<file path="src/rtl/vga_timing_rx.sv">
// VGA timing receiver: measures line/frame totals from sync trailing edges, locks onto a
// stable geometry and emits active-area coordinates, data enable and aligned pixel colour.
module vga_timing_rx #(
  parameter int HSZ      = 10,
  parameter int VSZ      = 9,
  parameter int H_ACTIVE = 640,
  parameter int H_BP     = 48,
  parameter int V_ACTIVE = 480,
  parameter int V_BP     = 33,
  parameter bit SYNC_POL = 1'b0
) (
  input  logic           clk_i,
  input  logic           rst_i,
  input  logic           hsync_i,
  input  logic           vsync_i,
  input  logic [3:0]     r_i,
  input  logic [3:0]     g_i,
  input  logic [3:0]     b_i,
  output logic [HSZ-1:0] hcount_o,
  output logic [VSZ-1:0] vcount_o,
  output logic           de_o,
  output logic [3:0]     r_o,
  output logic [3:0]     g_o,
  output logic [3:0]     b_o,
  output logic           frame_start_o,
  output logic           locked_o,
  output logic [11:0]    htotal_o,
  output logic [11:0]    vtotal_o
);

  typedef enum logic [1:0] {SEARCH, TRACK, LOCKED} state_t;

  localparam logic [11:0] CNT_MAX = 12'hFFF;
  localparam logic [11:0] H_START = 12'(H_BP);
  localparam logic [11:0] H_END   = 12'(H_BP + H_ACTIVE);
  localparam logic [11:0] V_START = 12'(V_BP);
  localparam logic [11:0] V_END   = 12'(V_BP + V_ACTIVE);

  logic           hs1_q, vs1_q, hs2_q, vs2_q;
  logic [11:0]    rgb1_q, rgb2_q;
  logic [11:0]    hcnt_q, hcnt_d, vcnt_q, vcnt_d;
  logic [11:0]    htotal_q, htotal_d, vtotal_q, vtotal_d;
  logic [11:0]    ref_h_q, ref_h_d, ref_v_q, ref_v_d;
  logic [1:0]     match_q, match_d;
  state_t         state_q, state_d;
  logic           de_q, de_d, fs_q, fs_d;
  logic [HSZ-1:0] hcount_q, hcount_d;
  logic [VSZ-1:0] vcount_q, vcount_d;
  logic [11:0]    rgb_q, rgb_d;

  logic           hs_in, vs_in, h_fall, v_fall, hcnt_sat, active, timeout;
  logic [11:0]    htotal_meas, vtotal_meas;

  assign hs_in    = SYNC_POL ? hsync_i : ~hsync_i;
  assign vs_in    = SYNC_POL ? vsync_i : ~vsync_i;
  assign h_fall   = hs2_q & ~hs1_q;
  assign v_fall   = vs2_q & ~vs1_q;
  assign hcnt_sat = (hcnt_q == CNT_MAX);
  assign timeout  = hcnt_sat && (state_q != SEARCH);

  // hcnt_q is the position of the pixel held in rgb2_q; measurements use the count just before the edge.
  always_comb begin
    htotal_meas = hcnt_sat ? CNT_MAX : hcnt_q + 12'd1;
    vtotal_meas = vcnt_q + 12'd1;
    hcnt_d      = hcnt_sat ? hcnt_q : hcnt_q + 12'd1;
    vcnt_d      = vcnt_q;
    htotal_d    = htotal_q;
    vtotal_d    = vtotal_q;
    if (h_fall) begin
      hcnt_d   = '0;
      htotal_d = htotal_meas;
      vcnt_d   = vcnt_q + 12'd1;
    end
    if (v_fall) begin
      vcnt_d   = '0;
      vtotal_d = vtotal_meas;
    end
  end

  always_comb begin
    state_d = state_q;
    ref_h_d = ref_h_q;
    ref_v_d = ref_v_q;
    match_d = match_q;
    case (state_q)
      SEARCH: begin
        if (v_fall) begin
          state_d = TRACK;
          ref_h_d = htotal_d;
          ref_v_d = vtotal_meas;
          match_d = '0;
        end
      end
      TRACK: begin
        if (v_fall) begin
          if (vtotal_meas == ref_v_q && htotal_d == ref_h_q) begin
            match_d = match_q + 2'd1;
            if (match_d == 2'd2) state_d = LOCKED;
          end else begin
            ref_h_d = htotal_d;
            ref_v_d = vtotal_meas;
            match_d = '0;
          end
        end
      end
      LOCKED: begin
        if ((h_fall && htotal_meas != ref_h_q) || (v_fall && vtotal_meas != ref_v_q))
          state_d = SEARCH;
      end
      default: state_d = SEARCH;
    endcase
    if (timeout) state_d = SEARCH;
  end

  // Gating with the next state makes de_o fall in the same cycle as locked_o.
  always_comb begin
    active   = (hcnt_q >= H_START) && (hcnt_q < H_END) && (vcnt_q >= V_START) && (vcnt_q < V_END);
    de_d     = active && (state_d == LOCKED);
    hcount_d = '0;
    vcount_d = '0;
    rgb_d    = '0;
    if (de_d) begin
      hcount_d = HSZ'(hcnt_q - H_START);
      vcount_d = VSZ'(vcnt_q - V_START);
      rgb_d    = rgb2_q;
    end
    fs_d = de_d && (hcount_d == '0) && (vcount_d == '0);
  end

  always_ff @(posedge clk_i) begin
    if (rst_i) begin
      hs1_q    <= 1'b0;
      vs1_q    <= 1'b0;
      hs2_q    <= 1'b0;
      vs2_q    <= 1'b0;
      rgb1_q   <= '0;
      rgb2_q   <= '0;
      hcnt_q   <= '0;
      vcnt_q   <= '0;
      htotal_q <= '0;
      vtotal_q <= '0;
      ref_h_q  <= '0;
      ref_v_q  <= '0;
      match_q  <= '0;
      state_q  <= SEARCH;
      de_q     <= 1'b0;
      fs_q     <= 1'b0;
      hcount_q <= '0;
      vcount_q <= '0;
      rgb_q    <= '0;
    end else begin
      hs1_q    <= hs_in;
      vs1_q    <= vs_in;
      hs2_q    <= hs1_q;
      vs2_q    <= vs1_q;
      rgb1_q   <= {r_i, g_i, b_i};
      rgb2_q   <= rgb1_q;
      hcnt_q   <= hcnt_d;
      vcnt_q   <= vcnt_d;
      htotal_q <= htotal_d;
      vtotal_q <= vtotal_d;
      ref_h_q  <= ref_h_d;
      ref_v_q  <= ref_v_d;
      match_q  <= match_d;
      state_q  <= state_d;
      de_q     <= de_d;
      fs_q     <= fs_d;
      hcount_q <= hcount_d;
      vcount_q <= vcount_d;
      rgb_q    <= rgb_d;
    end
  end

  assign hcount_o      = hcount_q;
  assign vcount_o      = vcount_q;
  assign de_o          = de_q;
  assign r_o           = rgb_q[11:8];
  assign g_o           = rgb_q[7:4];
  assign b_o           = rgb_q[3:0];
  assign frame_start_o = fs_q;
  assign locked_o      = (state_q == LOCKED);
  assign htotal_o      = htotal_q;
  assign vtotal_o      = vtotal_q;

endmodule
</file>
<file path="config.mk">
export PLATFORM = sky130hd
export DESIGN_NAME = vga_timing_rx
export DESIGN_NICKNAME = d
export VERILOG_FILES = /design/src/rtl/vga_timing_rx.sv
export SDC_FILE = /design/constraint.sdc
export NUM_CORES = 1
export LEC_CHECK = 0
export BUFFER_PORTS_ARGS = -buffer_cell sky130_fd_sc_hd__buf_2
export CORE_MARGIN = 5
export CORE_UTILIZATION = 64
export DETAILED_ROUTE_END_ITERATION = 16
export PLACE_DENSITY = 0.93
export SLEW_MARGIN = 20
export SYNTH_ARGS = -nofsm -noshare
export SYNTH_HDL_FRONTEND = slang
export SYNTH_SLANG_ARGS = --single-unit
</file>
<file path="constraint.sdc">
create_clock -name clk_i -period 4.9 [get_ports clk_i]
set_input_delay 0.49 -clock clk_i [delete_from_list [all_inputs] [get_ports clk_i]]
set_output_delay 0.49 -clock clk_i [all_outputs]
set_load 0.03 [all_outputs]
</file>
==> flow_metrics.env, run 1 <==
export IMPL_yosys_top_cell_area_share_pct=39.0
export IMPL_num_antenna_cells=0
export IMPL_row_count=38
export IMPL_dp_hpwl_um=13600
export IMPL_hold_path_cell_count=2
export IMPL_htree_num_levels=4
export IMPL_final_setup_tns_ns=0
export IMPL_worst_ir_drop_vdd_mv=0.208
export IMPL_total_power_density_per_cell_area_mw_per_mm2=325
export IMPL_crit_required_ns=5.33
export IMPL_hold_end="hs1_q"
export IMPL_vias=6637
export IMPL_worstRegToRegCells=10
export IMPL_post_route_drc_count=0
export IMPL_setup_viol=0
export IMPL_maxCapViolations=0
export IMPL_antenna_violating_nets_post_route=0
export IMPL_cts_clk_slew_worst_paths_ns=0.07
export IMPL_synth_nets=860
export IMPL_postLayoutSetupSlackWorst_ns=0.618
export IMPL_cp_data_arrival_time_ns=4.72
export IMPL_share_of_the_yosys_chip_area_belonging_to_registers_pct=39.0
export IMPL_antenna_found_initial=0
export IMPL_met2_usage_pct=48.6
export IMPL_synth_top_cells_by_count="dfxtp_1 (137), nand2_1 (75), nor2_1 (65)"
export IMPL_period_minus_slack_ns=4.28
export IMPL_grtUsageMet3_pct=8.05
export IMPL_layout_cells_non_filler=1027
export IMPL_post_cts_buffers=0
export IMPL_relSlewSlack_pct=47.4
export IMPL_via_count_of_the_first_global_routing_pass=6310
export IMPL_synthToLayoutAreaGrowth_pct=13.2
export IMPL_reg2reg_from="hcnt_q[0]"
export IMPL_worstSkewPairLatency_ns=0.55
export IMPL_worst_hold_path_type="in2reg"
export IMPL_postSynth_asyncResetShare_pct=0
export IMPL_timing_worst_slew_pin_value_ns=0.785
export IMPL_crit_type="reg2reg"
export IMPL_layout_nets=897
export IMPL_syn_inst=837
export IMPL_gp_congestion=0.987
export IMPL_layout_worst_path_cycle_share_pct=87.4
export IMPL_dieArea_sq_mm=0.0132
export IMPL_yosys_top_cells_area="dfxtp_1 (39%), xnor2_1 (4.5%), a211oi_1 (4.4%)"
export IMPL_detailedRoute_firstIterationViolations=837
export IMPL_cts_buffers_inserted=17
export IMPL_synth_warning_count=0
export IMPL_grt_max_degree=73
export IMPL_syn_area_sq_mm=0.00704
export IMPL_crit_path_launch="hcnt_q[0]"
export IMPL_initial_core_util_pct=65.2
export IMPL_grt_pass1_wl_um=32100
export IMPL_grt_util_all_layers_pct=30.7
export IMPL_detail_route_wirelength_um=19900
export IMPL_postCtsHoldBufs=0
export IMPL_final_layout_worst_hold_slack_ns=0.0944
export IMPL_final_max_tran_viols=0
export IMPL_timing_reg2reg_setup_slack_ns=0.62
export IMPL_final_fill_count=769
export IMPL_register_area_sq_mm=0.00274
export IMPL_worst_r2r_endpoint="ref_h_q[9]"
export IMPL_synth_edf_count=0
export IMPL_critical_path_source_type="flip-flop"
export IMPL_clock_path_buffers=2
export IMPL_unrepaired_setup_endpoints_after_global_routing="no"
export IMPL_synth_most_common_cell="dfxtp_1"
export IMPL_place_port_buffers=73
export IMPL_drtPass1Iterations=7
export IMPL_die_w_um=115
export IMPL_post_synth_top_area_cell="dfxtp_1"
export IMPL_ctsResizeCount=0
export IMPL_share_of_cells_above_drive_strength_1_pct=16.3
export IMPL_multi_input_logic_area_sq_mm=0.00388
export IMPL_power_leakage_nw=3.03
export IMPL_clock_fmax_mhz=234
export IMPL_clock_tree_from_tritoncts="built"
export IMPL_place_worst_setup_slack_ns=0.799
export IMPL_placed_cells=995
export IMPL_cts_root_buffer_cell="clkbuf_8"
export IMPL_busiest_layer="met2"
export IMPL_use_met1_pct=38.5
export IMPL_grt_remaining_overflow=0
export IMPL_synth_seq_cells=137
export IMPL_core_area_sq_mm=0.0108
export IMPL_min_delay_start="hsync_i"
export IMPL_post_drt_via_cell_ratio=6.46
export IMPL_overall_die_height_um=115
export IMPL_outcome="finished clean"
export IMPL_final_hold_violation_count=0
export IMPL_clock_skew_final_ns=0.00988
export IMPL_report_power_total_mw=2.59
export IMPL_io_pin_count=74
export IMPL_avgSynthCellArea_sq_um=8.41
export IMPL_cts_sinks=137
export IMPL_synth_main_ff_cell="dfxtp_1"
export IMPL_critical_path_endpoint_type="flip-flop"
export IMPL_post_drt_wl_per_cell_um=19.4
export IMPL_worstPathMaxFanout=12
export IMPL_yosys_cell_types_count=83
==> layout by cell type (no fill, tap or decap), drive strengths merged, types with 7 or more instances in the layout <==
cell type  count
nor3          25
nor4          15
inv           38
nor2b         38
or3           18
a31oi         13
dfxtp        137
nand2         75
nand4         21
ha             7
a211oi        41
xnor2         36
xor2          25
a21oi         49
o211ai        12
o21ai         25
nor2          65
buf           87
and3           7
nand3         19
clkbuf        19
==> worst max-delay path by stage <==
stage,cells past startpoint,endpoint
after floorplan,11,ref_h_q[4]
after global placement,10,ref_h_q[6]
after detailed placement,11,ref_h_q[5]
after CTS,11,ref_h_q[5]
after global routing,10,ref_h_q[9]
final,10,ref_h_q[9]
==> flip-flops by register name (all words and copies together) (netlist names) <==
register / cells
de_o: 1
frame_start_o: 1
hcnt_q: 12
hcount_o: 10
hs1_q: 1
hs2_q: 1
htotal_o: 12
match_q: 2
ref_h_q: 12
ref_v_q: 12
rgb1_q: 12
rgb2_q: 12
rgb_q: 12
state_q: 2
vcnt_q: 12
vcount_o: 9
vs1_q: 1
vs2_q: 1
vtotal_o: 12
==> power breakdown <==
part | leakage (nW) | internal, mW | switching, mW
clock | 0.280 | 0.716 | 0.535
combinational | 1.64 | 0.0647 | 0.115
sequential | 1.11 | 1.14 | 0.0208
total | 3.03 | 1.92 | 0.670
==> metal layers <==
layer  wire length (um)  share of wire, %  up-vias
met2               9470                48      389
met3               1800               9.0       99
met4                975               4.9        0
met5                  0                 0        -
li1                   -                 -     3083
met1               7680                39     3066
==> per-stage QoR <==
| step | instance area [sq um] | util (%) |
|---|---|---|
| after detailed placement | 7390 | 68.5 |
| final | 7970 | 73.8 |
| after floorplan | 7040 | - |
| after CTS | 7970 | 73.8 |
| after global placement | 7390 | 68.5 |
| after global routing | 7970 | 73.8 |
==> area by class of cell <==
class                      instances  share of cell area, %
multi-input combinational        599                   48.7
sequential                       137                   34.4
timing repair buffer              87                   5.91
clock buffer                      19                   5.55
tap                              140                   2.20
clock inverter                    13                   1.68
inverter                          32                   1.51
==> cell families (layout without fill, tap and decap cells) <==
group / count (synthesis) / in the layout / synth area share [%]
buffers and inverters: 101 / 151 / 6.01
adder cells (fa/ha/maj): 7 / 7 / 1.24
flip-flops: 137 / 137 / 39.0
multiplexers: 7 / 7 / 1.01
AND/OR/NAND/NOR: 320 / 320 / 24.8
AO/OA/AOI/OAI: 202 / 202 / 19.8
XOR/XNOR: 63 / 63 / 8.23
==> critical path, stage by stage, from the launching register on <==
cell	delay [ns]
dfxtp_1	0.61
inv_1	0.18
ha_1	0.38
nor2b_1	0.16
a2111oi_0	0.61
a31oi_1	0.12
or4_1	0.51
or4_1	0.53
nor3_2	0.54
nand2_1	0.26
a32o_1	0.26
Power figures use the tool's default switching activity.
==> run 2, diff against run 1 <==
--- a/config.mk
+++ b/config.mk
@@ -7,9 +7,9 @@
 export LEC_CHECK = 0
 export BUFFER_PORTS_ARGS = -buffer_cell sky130_fd_sc_hd__buf_2
 export CORE_MARGIN = 5
-export CORE_UTILIZATION = 64
+export CORE_UTILIZATION = 40
 export DETAILED_ROUTE_END_ITERATION = 16
-export PLACE_DENSITY = 0.93
+export PLACE_DENSITY = 0.65
 export SLEW_MARGIN = 20
 export SYNTH_ARGS = -nofsm -noshare
 export SYNTH_HDL_FRONTEND = slang
==> run 2 against run 1 <==
Effect of this change: power increased by 1.1%; clock power is essentially flat; clock skew down 0.0036 ns; worst setup slack better by 0.19 ns; routed wire length decreased by 2.7%; flip-flop and latch count unchanged; sequential share of layout area decreased by 0.56 points; largest power group unchanged.
==> flow_metrics.env, run 2 (synthesis results as in run 1) <==
export IMPL_layout_worst_path_cycle_share_pct=83.6
export IMPL_maxCapViolations=0
export IMPL_worstPathMaxFanout=13
export IMPL_cts_clk_slew_worst_paths_ns=0.06
export IMPL_via_count_of_the_first_global_routing_pass=5924
export IMPL_dieArea_sq_mm=0.0203
export IMPL_worstRegToRegCells=11
export IMPL_outcome="finished clean"
export IMPL_critical_path_source_type="flip-flop"
export IMPL_postCtsHoldBufs=0
export IMPL_crit_type="reg2reg"
export IMPL_setup_viol=0
export IMPL_io_pin_count=74
export IMPL_detail_route_wirelength_um=19400
export IMPL_cts_buffers_inserted=17
export IMPL_total_power_density_per_cell_area_mw_per_mm2=323
export IMPL_grt_max_degree=74
export IMPL_synthToLayoutAreaGrowth_pct=15.1
export IMPL_grt_remaining_overflow=0
export IMPL_layout_nets=897
export IMPL_critPathSlowestCell="dfxtp_1"
export IMPL_min_delay_start="hsync_i"
export IMPL_drtPass1Iterations=5
export IMPL_power_leakage_nw=3.05
export IMPL_core_area_sq_mm=0.0173
export IMPL_reg2reg_from="hcnt_q[0]"
export IMPL_worstSkewPairLatency_ns=0.42
export IMPL_cp_data_arrival_time_ns=4.40
export IMPL_final_design_area_no_fill_sq_mm=0.00810
export IMPL_crit_required_ns=5.20
export IMPL_clock_tree_from_tritoncts="built"
export IMPL_clock_fmax_mhz=244
export IMPL_post_cts_buffers=0
export IMPL_initial_core_util_pct=40.7
export IMPL_num_antenna_cells=0
export IMPL_hold_end="hs1_q"
export IMPL_grt_pass1_wl_um=31100
export IMPL_clock_skew_final_ns=0.00625
export IMPL_detailedRoute_firstIterationViolations=502
export IMPL_post_route_drc_count=0
export IMPL_timing_worst_slew_pin_value_ns=0.975
export IMPL_relSlewSlack_pct=35.0
export IMPL_cpPeakStageDelay_ns=0.60
export IMPL_clock_path_buffers=2
export IMPL_report_power_total_mw=2.62
export IMPL_timing_critical_path_max_delay_family="simple AND/OR/NAND/NOR gates"
export IMPL_worst_hold_path_type="in2reg"
export IMPL_critical_path_endpoint_type="flip-flop"
export IMPL_dp_hpwl_um=13900
export IMPL_antenna_found_initial=0
export IMPL_antenna_violating_nets_post_route=0
export IMPL_unrepaired_setup_endpoints_after_global_routing="no"
export IMPL_final_hold_violation_count=0
export IMPL_final_setup_tns_ns=0
export IMPL_overall_die_height_um=143
export IMPL_place_port_buffers=73
export IMPL_share_of_cells_above_drive_strength_1_pct=16.2
export IMPL_period_minus_slack_ns=4.10
export IMPL_crit_path_cell_trace="inv_1 -> ha_1 -> nor2b_1 -> a2111oi_0 -> a31oi_1 -> or4_1 -> or4_1 -> nor3_2 -> buf_4 -> nand4_1 -> o311ai_0"
export IMPL_die_w_um=143
export IMPL_postPlaceCellArea_sq_mm=0.00750
export IMPL_gp_congestion=0.944
export IMPL_layout_common_cells="dfxtp_1 (137), nand2_1 (75), buf_2 (73), nor2_1 (65), a21oi_1 (49)"
export IMPL_post_drt_via_cell_ratio=5.64
export IMPL_worst_ir_drop_vdd_mv=0.244
export IMPL_cts_sinks=137
export IMPL_post_drt_wl_per_cell_um=17.4
export IMPL_path_common_cell="or4_1"
export IMPL_critical_path_buf_inv_count=2
export IMPL_hold_path_cell_count=2
export IMPL_layout_commonest_cell="dfxtp_1"
export IMPL_final_max_tran_viols=0
export IMPL_vias=6276
export IMPL_cp_num_cells=11
export IMPL_timing_reg2reg_setup_slack_ns=0.80
export IMPL_cts_root_buffer_cell="clkbuf_16"
export IMPL_worst_r2r_endpoint="ref_h_q[8]"
export IMPL_htree_num_levels=4
export IMPL_ctsResizeCount=0
export IMPL_row_count=48
export IMPL_grt_util_all_layers_pct=19.1
run 2: worst max path at each step:
| stage | startpoint | to | slack, ns |
|---|---|---|---|
| floorplan | hcnt_q[0] | ref_h_q[4] | 1.60 |
| global placement | hcnt_q[0] | ref_h_q[10] | 1.00 |
| detailed placement | hcnt_q[0] | ref_h_q[8] | 0.84 |
| CTS | hcnt_q[0] | ref_h_q[8] | 0.84 |
| global route | hcnt_q[0] | ref_h_q[10] | 0.54 |
| finish | hcnt_q[0] | ref_h_q[8] | 0.80 |
run 2: worst register-to-register path, stage by stage (launching register included):
cell and delay, ns:
dfxtp_1 0.60, inv_1 0.18, ha_1 0.38, nor2b_1 0.16, a2111oi_0 0.53, a31oi_1 0.11, or4_1 0.51, or4_1 0.53
nor3_2 0.44, buf_4 0.28, nand4_1 0.11, o311ai_0 0.14
run 2: cell type report:
type / instances / area (sq um)
Clock inverter: 10 / 118
Multi-Input combinational cell: 599 / 3880
Clock buffer: 22 / 484
Sequential cell: 137 / 2740
Tap cell: 225 / 282
Inverter: 32 / 120
Timing Repair Buffer: 87 / 470
Fill cell: 1697 / 9200
run 2: per-layer routing:
layer	wire length, um	vias to the layer above	share of wire [%]	track usage (%)
met1	8010	2946	41	23.6
met5	0	-	0	0
met4	524	0	2.7	7.80
li1	-	3070	-	-
met2	9550	218	49	32.2
met3	1300	42	6.7	4.55
run 2: stage by stage:
stage	setup WS [ns]	instances	hold WS (ns)	utilization [%]
after floorplan	1.60	837	0.397	-
after global placement	1.00	1080	0.400	43.3
after detailed placement	0.845	1080	0.405	43.3
after CTS	0.841	1112	0.197	46.8
after global routing	0.536	1112	0.203	46.8
final	0.803	1112	0.214	46.8
run 2: where the power goes:
| group | switching, mW | internal, mW | total (mW) | leakage [nW] |
|---|---|---|---|---|
| registers | 0.0204 | 1.14 | 1.16 | 1.11 |
| logic | 0.111 | 0.0649 | 0.176 | 1.64 |
| clock network | 0.480 | 0.803 | 1.28 | 0.296 |
==> run 3, diff against run 2 <==
--- a/config.mk
+++ b/config.mk
@@ -9,7 +9,7 @@
 export CORE_MARGIN = 5
 export CORE_UTILIZATION = 40
 export DETAILED_ROUTE_END_ITERATION = 16
-export PLACE_DENSITY = 0.65
+export PLACE_DENSITY = 0.67
 export SLEW_MARGIN = 20
 export SYNTH_ARGS = -nofsm -noshare
 export SYNTH_HDL_FRONTEND = slang
==> constraint.sdc (replaced) <==
create_clock -name clk_i -period 3.7 [get_ports clk_i]
set_input_delay 0.37 -clock clk_i [delete_from_list [all_inputs] [get_ports clk_i]]
set_output_delay 0.37 -clock clk_i [all_outputs]
set_load 0.03 [all_outputs]
==> run 3 against run 2 <==
Effect of this change: clock-buffer cell count grew 2; cell area up 1.7%; register-to-register slack worse by 0.62 ns; via count rose by 0.94%; flip-flop and latch count did not move; routed wire length down 0.84%; maximum frequency up 17%; non-clock buffer count up 17; sequential share of layout area decreased by 0.58 points; final cell count rose by 1.5%; clock skew rose by 0.0023 ns.
==> flow_metrics.env, run 3 (synthesis results as in run 1) <==
export IMPL_outcome="finished clean"
export IMPL_row_count=48
export IMPL_vias=6335
export IMPL_core_utilization_of_the_finished_layout_pct=47.6
export IMPL_min_delay_start="hsync_i"
export IMPL_crit_type="reg2reg"
export IMPL_synthToLayoutAreaGrowth_pct=17.1
export IMPL_die_w_um=143
export IMPL_report_power_total_mw=3.50
export IMPL_cts_root_buffer_cell="clkbuf_16"
export IMPL_total_power_density_per_cell_area_mw_per_mm2=424
export IMPL_postLayoutSetupSlackWorst_ns=0.184
export IMPL_critical_path_endpoint_type="flip-flop"
export IMPL_clock_tree_from_tritoncts="built"
export IMPL_final_fill_count=1723
export IMPL_final_setup_tns_ns=0
export IMPL_crit_path_cell_trace="buf_4 -> ha_1 -> and4_1 -> buf_4 -> a31oi_1 -> a211o_1 -> o311ai_1 -> or4b_4 -> nor4_4 -> a21o_4 -> mux2_2"
export IMPL_detail_route_wirelength_um=19200
export IMPL_via_count_of_the_first_global_routing_pass=6019
export IMPL_period_minus_slack_ns=3.52
export IMPL_relSlewSlack_pct=38.7
export IMPL_unrepaired_setup_endpoints_after_global_routing="no"
export IMPL_dieArea_sq_mm=0.0203
export IMPL_drtPass1Iterations=5
export IMPL_final_design_area_no_fill_sq_mm=0.00824
export IMPL_setup_viol=0
export IMPL_initial_core_util_pct=40.7
export IMPL_worstSkewPairLatency_ns=0.42
export IMPL_num_antenna_cells=0
export IMPL_antenna_found_initial=0
export IMPL_layout_nets=914
export IMPL_critPathSlowestCell="or4b_4"
export IMPL_critical_path_buf_inv_count=2
export IMPL_path_common_cell="buf_4"
export IMPL_reg2reg_from="hcnt_q[0]"
export IMPL_worstRegToRegCells=11
export IMPL_clock_path_buffers=2
export IMPL_layout_worst_path_cycle_share_pct=95.0
export IMPL_timing_worst_slew_pin_value_ns=0.920
export IMPL_cts_sinks=137
export IMPL_grt_util_all_layers_pct=19.4
export IMPL_timing_reg2reg_setup_slack_ns=0.18
export IMPL_worst_r2r_endpoint="ref_h_q[10]"
export IMPL_post_drt_via_cell_ratio=5.61
export IMPL_cts_buffers_inserted=17
export IMPL_postPlaceCellArea_sq_mm=0.00762
export IMPL_post_drt_wl_per_cell_um=17.0
export IMPL_timing_critical_path_max_delay_family="simple AND/OR/NAND/NOR gates"
export IMPL_dp_hpwl_um=14000
export IMPL_cp_data_arrival_time_ns=3.83
export IMPL_worstPathMaxFanout=12
export IMPL_share_of_cells_above_drive_strength_1_pct=17.7
export IMPL_grt_max_degree=45
export IMPL_grt_pass1_wl_um=31600
export IMPL_final_layout_worst_hold_slack_ns=0.0866
export IMPL_place_port_buffers=73
export IMPL_final_max_tran_viols=0
export IMPL_layout_cells_non_filler=1129
export IMPL_worst_hold_path_type="in2reg"
export IMPL_post_cts_buffers=0
export IMPL_antenna_violating_nets_post_route=0
export IMPL_detailedRoute_firstIterationViolations=471
export IMPL_cts_clk_slew_worst_paths_ns=0.06
export IMPL_hold_end="hs1_q"
export IMPL_post_route_drc_count=0
export IMPL_placed_cells=1097
export IMPL_clock_fmax_mhz=284
export IMPL_maxCapViolations=0
export IMPL_htree_num_levels=4
export IMPL_grt_remaining_overflow=0
export IMPL_crit_required_ns=4.01
export IMPL_hold_path_cell_count=2
export IMPL_layout_commonest_cell="dfxtp_1"
export IMPL_cpPeakStageDelay_ns=0.58
export IMPL_power_leakage_nw=3.15
export IMPL_core_area_sq_mm=0.0173
export IMPL_clock_skew_final_ns=0.00856
export IMPL_overall_die_height_um=143
export IMPL_critical_path_source_type="flip-flop"
export IMPL_gp_congestion=0.916
export IMPL_final_hold_violation_count=0
export IMPL_layout_common_cells="dfxtp_1 (137), nand2_1 (75), buf_2 (73), nor2_1 (65), a21oi_1 (49)"
export IMPL_io_pin_count=74
export IMPL_place_worst_setup_slack_ns=0.202
export IMPL_worst_ir_drop_vdd_mv=0.317
-- run 3: cell count changes in the layout (fill, tap and decap cells not counted), sizes merged --
| cell | previous run | this run |
|---|---|---|
| buf | 87 | 104 |
| clkinv | 8 | 4 |
| inv | 31 | 34 |
| clkbuf | 22 | 24 |
| clkinvlp | 1 | 0 |
-- run 3: cell type report --
class | instances | area, sq um | share of cell area [%]
inverter | 32 | 120 | 1.46
sequential | 137 | 2740 | 33.3
timing repair buffer | 104 | 598 | 7.26
tap | 225 | 282 | 3.42
clock inverter | 8 | 109 | 1.32
clock buffer | 24 | 492 | 5.97
multi-input combinational | 599 | 3890 | 47.3
-- run 3: layer usage --
layer / vias up / wire [um] / global-route usage (%)
met1: 2998 / 8530 / 24.9
li1: 3117 / - / -
met4: 0 / 524 / 7.60
met3: 43 / 901 / 4.69
met2: 177 / 9270 / 31.4
met5: - / 0 / 0
-- run 3: how the worst max path moves through the flow --
stage | slack [ns] | depth (start not counted) | start | endpoint
after floorplan | 0.40 | 11 | hcnt_q[0] | ref_h_q[4]
after global placement | 0.31 | 10 | hcnt_q[0] | ref_h_q[4]
after detailed placement | 0.20 | 11 | hcnt_q[0] | ref_h_q[3]
after CTS | 0.18 | 11 | hcnt_q[0] | ref_h_q[3]
after global routing | 0.02 | 11 | hcnt_q[0] | ref_h_q[3]
final | 0.18 | 11 | hcnt_q[0] | ref_h_q[10]
-- run 3: timing repair --
action | CTS | global route
gates resized for setup | 0 | 2
endpoints found under the setup margin | 0 | 10
hold buffers | 0 | 0
-- run 3: report_power, final --
group          leakage, nW  switching, mW  internal (mW)
registers             1.11         0.0209           1.51
logic                 1.74          0.157         0.0924
clock network        0.296          0.648           1.07
